--- src/rtl/seq_divider_pkg.sv ---
// Shared widths and FSM encoding for the sequential restoring divider.
package seq_divider_pkg;

   localparam int unsigned DIVIDEND_W_DEF = 17;
   localparam int unsigned DIVISOR_W_DEF  = 8;
   localparam int unsigned CNT_W          = 5;

   typedef enum logic [1:0] {
      IDLE = 2'd0,
      CALC = 2'd1,
      DONE = 2'd2
   } state_e;

endpackage : seq_divider_pkg

--- src/rtl/seq_divider_div_step.sv ---
// One restoring-division step: shift in a dividend bit, subtract the divisor if it fits.
module div_step
   import seq_divider_pkg::*;
#(
   parameter int unsigned DIVISOR_W = DIVISOR_W_DEF
) (
   input  logic [DIVISOR_W-1:0] i_prem,
   input  logic                 i_bit,
   input  logic [DIVISOR_W-1:0] i_divisor,
   output logic [DIVISOR_W-1:0] o_prem,
   output logic                 o_qbit
);

   // Shifted partial remainder needs one extra bit before the compare.
   logic [DIVISOR_W:0] w_shift;

   assign w_shift = {i_prem, i_bit};
   assign o_qbit  = (w_shift >= {1'b0, i_divisor});
   // When the divisor fits, the difference is < divisor so the low bits are exact.
   assign o_prem  = o_qbit ? (w_shift[DIVISOR_W-1:0] - i_divisor) : w_shift[DIVISOR_W-1:0];

endmodule : div_step

--- src/rtl/seq_divider.sv ---
// Sequential unsigned divider: one quotient bit per cycle, divide-by-zero short path.
module seq_divider
   import seq_divider_pkg::*;
#(
   parameter int unsigned DIVIDEND_W = DIVIDEND_W_DEF,
   parameter int unsigned DIVISOR_W  = DIVISOR_W_DEF
) (
   input  logic                  clk,
   input  logic                  rst,
   input  logic                  start,
   input  logic [DIVIDEND_W-1:0] dividend,
   input  logic [DIVISOR_W-1:0]  divisor,
   output logic                  busy,
   output logic                  done,
   output logic [DIVIDEND_W-1:0] quotient,
   output logic [DIVISOR_W-1:0]  remainder,
   output logic                  div_by_zero
);

   state_e                r_state, w_state_nxt;
   logic [CNT_W-1:0]      r_cnt, w_cnt_nxt;
   logic [DIVIDEND_W-1:0] r_dq, w_dq_nxt;         // dividend shifts out MSB-first, quotient bits shift in at LSB
   logic [DIVISOR_W-1:0]  r_prem, w_prem_nxt;
   logic [DIVISOR_W-1:0]  r_dvs, w_dvs_nxt;
   logic [DIVIDEND_W-1:0] r_quo, w_quo_nxt;
   logic [DIVISOR_W-1:0]  r_rem, w_rem_nxt;
   logic                  r_dbz, w_dbz_nxt;
   logic                  r_busy, w_busy_nxt;
   logic                  r_done, w_done_nxt;

   logic [DIVISOR_W-1:0]  w_step_prem;
   logic                  w_step_qbit;

   div_step #(
      .DIVISOR_W (DIVISOR_W)
   ) u_div_step (
      .i_prem    (r_prem),
      .i_bit     (r_dq[DIVIDEND_W-1]),
      .i_divisor (r_dvs),
      .o_prem    (w_step_prem),
      .o_qbit    (w_step_qbit)
   );

   // Next-state and datapath update selection.
   always_comb begin
      w_state_nxt = r_state;
      w_cnt_nxt   = r_cnt;
      w_dq_nxt    = r_dq;
      w_prem_nxt  = r_prem;
      w_dvs_nxt   = r_dvs;
      w_quo_nxt   = r_quo;
      w_rem_nxt   = r_rem;
      w_dbz_nxt   = r_dbz;
      w_busy_nxt  = 1'b0;
      w_done_nxt  = 1'b0;

      case (r_state)
         IDLE: begin
            if (start) begin
               w_busy_nxt = 1'b1;
               if (divisor != '0) begin
                  w_dq_nxt    = dividend;
                  w_dvs_nxt   = divisor;
                  w_prem_nxt  = '0;
                  w_cnt_nxt   = CNT_W'(DIVIDEND_W - 1);
                  w_dbz_nxt   = 1'b0;
                  w_state_nxt = CALC;
               end else begin
                  w_quo_nxt   = '1;
                  w_rem_nxt   = dividend[DIVISOR_W-1:0];
                  w_dbz_nxt   = 1'b1;
                  w_done_nxt  = 1'b1;
                  w_state_nxt = DONE;
               end
            end
         end

         CALC: begin
            w_busy_nxt = 1'b1;
            w_dq_nxt   = {r_dq[DIVIDEND_W-2:0], w_step_qbit};
            w_prem_nxt = w_step_prem;
            w_cnt_nxt  = r_cnt - CNT_W'(1);
            if (r_cnt == '0) begin
               w_cnt_nxt   = '0;
               w_quo_nxt   = {r_dq[DIVIDEND_W-2:0], w_step_qbit};
               w_rem_nxt   = w_step_prem;
               w_done_nxt  = 1'b1;
               w_state_nxt = DONE;
            end
         end

         DONE: begin
            w_state_nxt = IDLE;
         end

         default: begin
            w_state_nxt = IDLE;
         end
      endcase
   end

   // State, datapath and output registers with synchronous active-low reset.
   always_ff @(posedge clk) begin
      if (!rst) begin
         r_state <= IDLE;
         r_cnt   <= '0;
         r_dq    <= '0;
         r_prem  <= '0;
         r_dvs   <= '0;
         r_quo   <= '0;
         r_rem   <= '0;
         r_dbz   <= 1'b0;
         r_busy  <= 1'b0;
         r_done  <= 1'b0;
      end else begin
         r_state <= w_state_nxt;
         r_cnt   <= w_cnt_nxt;
         r_dq    <= w_dq_nxt;
         r_prem  <= w_prem_nxt;
         r_dvs   <= w_dvs_nxt;
         r_quo   <= w_quo_nxt;
         r_rem   <= w_rem_nxt;
         r_dbz   <= w_dbz_nxt;
         r_busy  <= w_busy_nxt;
         r_done  <= w_done_nxt;
      end
   end

   assign busy        = r_busy;
   assign done        = r_done;
   assign quotient    = r_quo;
   assign remainder   = r_rem;
   assign div_by_zero = r_dbz;

endmodule : seq_divider

--- config.mk ---
export PLATFORM = sky130hd
export DESIGN_NAME = seq_divider
export DESIGN_NICKNAME = d
export VERILOG_FILES = /design/src/rtl/seq_divider_pkg.sv /design/src/rtl/seq_divider_div_step.sv /design/src/rtl/seq_divider.sv
export SDC_FILE = /design/constraint.sdc
export NUM_CORES = 1
export LEC_CHECK = 0
export ABC_CLOCK_PERIOD_IN_PS = 6850
export CAP_MARGIN = 10
export CORE_ASPECT_RATIO = 0.6
export CORE_MARGIN = 1.5
export CORE_UTILIZATION = 56
export DETAILED_ROUTE_END_ITERATION = 8
export GPL_ROUTABILITY_DRIVEN = 1
export PLACE_DENSITY = 0.84
export REMOVE_ABC_BUFFERS = 1
export SETUP_SLACK_MARGIN = 0.05
export SLEW_MARGIN = 20
export SYNTH_ARGS = -nofsm -noshare
export SYNTH_HDL_FRONTEND = slang
export SYNTH_SLANG_ARGS = --single-unit
--- constraint.sdc ---
create_clock -name clk -period 6.85 [get_ports clk]
set_clock_uncertainty 0.15 [all_clocks]
set_input_delay 1.0275 -clock clk [delete_from_list [all_inputs] [get_ports clk]]
set_output_delay 1.0275 -clock clk [all_outputs]
set_load 0.01 [all_outputs]
==> metrics <==
clk_lat worst skew=about 0.34 ns; Min-Delay Path Depth=2; Switching Share=around 32%; Initial Util=between 60% and 70%; Tot Pwr=around 1100 µW; internal power=between 700 and 800 µW; fin nets=437; endpoints failing setup=0; highest-delay cell along the critical path=a21o_1; Hold Crit Start=r_prem[7]$_SDFFE_PN0P_; DRT antenna net count=0; CP Cell Sequence=clkdlybuf4s50_1 > or4_4 > nor2_4 > a21o_1 > nand2_1 > o31a_1; Slew Limit Headroom=around 27%; Worst Path Required=just under 7 ns; grt ovf=0; Leak=0.00151 µW; chip height=between 60 and 70 µm; net switching power=369 µW; # hold bufs at CTS=0; Cell variety after synth=52; 1st-iter DRT viols=~190; TNS Setup=0 ns; global-route wire length before repair=between 10000 and 15000 µm; Max Cap Viol=0; R2R depth=5; CTS sink cnt=68; post-synthesis sequential area ratio=between 40% and 50%; DP Wirelength=roughly 5400 µm; crit path max fanout=35; Vias=around 2800; CTS Root Cell=clkbuf_8; Hold Path Sink=r_prem[7]$_SDFFE_PN0P_; kind of start point of the critical path=primary input; layout cells sized above 1=12.9%; PortBufs=55; Post-synth EDFFs=0; Reg2Reg Setup Slack=approximately 3.9 ns; CP peak stage delay=between 0.8 and 0.9 ns; Most used DFF post-synth=dfxtp_1; Worst Setup End Kind=register; RSZ-0062 raised after global routing=no; die area=~0.0061 mm²; H-Tree Level Count=3; outcome=complete, no violations; I/O pin cnt=between 50 and 60; P&R area growth vs syn=23.4%; worst flop-to-flop path endpoint=remainder[2]$_SDFFE_PN0P_; Slew Viols, Final=0; Reg clk slew, reported paths=roughly 0.07 ns; syn_area_per_cell=8.99 µm²; area of the core=0.00523 mm²; clk buf depth=2; Cells after Synth=around 350; vias per std cell=roughly 6; Routability Congestion=~0.86; clock tree from TritonCTS=done; Post-synth ARST share=0%; fin crit period=~3.4 ns; Layout Utilization=between 70 and 80%; Ys Warns=0; pin count of the biggest net entering global routing=38; # rows=20; drt drc=0; antenna cells=0; setup bufs post-CTS=0; crit share post-route=between 50 and 60%; Clk pwr share=29.3%; post_cts resized=0; Worst-Margin Slew=about 1.1 ns; CP Data Arrival Time=3.51 ns; Sequential Power Share=41.8%; worst r2r src=r_state[1]$_SDFFE_PN0P_; vias in the first global route=2476; combinational power share=between 20% and 30%; Power Density=roughly 290 mW/mm²; fmax=292 MHz; Hold Path Class=reg2reg; Max VDD drop=0.000155 V; initial antenna violation count=0; Avg WL per Cell=between 15 and 20 µm; final hold slack=around 0.32 ns; Die Width=between 90 and 100 µm; drt pass-1 iters=5; TritonCTS Buffers=9; WL final=7830 µm; Crit Path Class=in2reg; GRT Resource Usage Total=27.0%; Final Hold Viols=0; Post-Syn Area=between 0.003 and 0.004 mm²; Yosys reg bits=68
[flip-flops by register name (all words and copies together), names as in the netlist]
register / count
r_dq: 17
r_dvs: 8
busy: 1
done: 1
div_by_zero: 1
quotient: 17
r_state: 2
r_cnt: 5
r_prem: 8
remainder: 8
[routing by layer]
layer | track usage (%) | vias to the layer above | share of wire [%] | routed length (µm)
met5 | 0 | - | 0 | 0
met2 | 40.4 | 129 | 42 | 3260
met4 | 7.24 | 0 | 0.61 | 48
met1 | 38.5 | 1329 | 49 | 3810
met3 | 8.17 | 4 | 9.1 | 714
li1 | - | 1364 | - | -
[area by class of cell]
type	instances	area [µm²]
inverter	15	56.3
sequential	68	1360
multi-input combinational	246	1610
clock inverter	6	63.8
clock buffer	10	138
timing repair buffer	59	581
fill	387	1340
tap	66	82.6
[power groups by stage]
stage | Sequential (µW) | Clock, µW | Combinational (µW)
after detailed placement | 483 | 0 | 323
after global placement | 482 | 0 | 316
final | 475 | 333 | 330
after global routing | 480 | 351 | 359
after floorplan | 483 | 0 | 203
after CTS | 474 | 336 | 326
[worst max-delay path, delay by kind of cell]
kind                   cells  cell delay, ns
AOI/OAI and AO/OA          2            1.13
buffers and inverters      1            0.44
and+or+nand+nor            3            0.89
[how the worst max path moves through the flow]
stage                          start                   endpoint  slack [ns]  depth (start not counted)
after global routing      divisor[3]  remainder[3]$_SDFFE_PN0P_        3.34                          6
after detailed placement  divisor[4]  remainder[2]$_SDFFE_PN0P_        3.19                          6
final                     divisor[4]  remainder[2]$_SDFFE_PN0P_        3.42                          6
after CTS                 divisor[4]  remainder[2]$_SDFFE_PN0P_        3.45                          6
after floorplan           divisor[3]  remainder[2]$_SDFFE_PN0P_        3.92                          5
after global placement    divisor[3]  remainder[2]$_SDFFE_PN0P_        3.21                          6
[metrics by stage]
step,instances,cell area [µm²],setup slack (ns)
2_1_floorplan,329,3030,3.92
3_3_place_gp,454,3690,3.21
3_5_place_dp,454,3690,3.19
4_1_cts,470,3890,3.45
5_1_grt,470,3890,3.34
6_report,470,3890,3.42
[cell families after synthesis]
family	share of synthesized area, %
flops	43.1
simple gates	18.4
fa+ha+maj	4.20
compound gates	23.5
mux	3.53
buf+inv	5.87
xor+xnor	1.39
[synthesized netlist by cell type (all sizes together), types with 2 or more instances]
cell type,n,share of area [%]
o211ai,2,0.48
a21o,5,1.2
mux2i,10,3.2
a21oi,14,2.3
dfxtp,68,43
and2,4,0.79
a41oi,2,0.55
ha,9,3.6
or4,2,0.71
a311oi,17,4.9
xnor2,4,1.1
o22ai,5,0.99
a31oi,4,0.79
o221a,16,5.7
nand2,56,6.7
nand3,6,0.95
a211o,2,0.55
o31a,3,0.83
inv,15,1.8
clkbuf,12,1.4
o21a,2,0.48
buf,10,2.7
nor2,44,5.8
nand2b,2,0.40
or3,3,0.59
a211oi,2,0.48
o21ai,13,2.2
and3,2,0.40
nor3,3,0.48
[layout by cell type (no fill, tap or decap), drive strengths merged, types with 2 or more instances in the layout]
cell / count
a211o: 2
a211oi: 2
a21o: 5
a21oi: 14
a311oi: 17
a31oi: 4
a41oi: 2
and2: 4
and3: 2
buf: 4
clkbuf: 10
clkdlybuf4s50: 55
clkinv: 3
clkinvlp: 2
dfxtp: 68
ha: 9
inv: 15
mux2i: 10
nand2: 56
nand2b: 2
nand3: 6
nor2: 44
nor3: 3
o211ai: 2
o21a: 2
o21ai: 13
o221a: 16
o22ai: 5
o31a: 3
or3: 3
or4: 2
xnor2: 4
No activity file was read; power rests on OpenSTA's default activity.
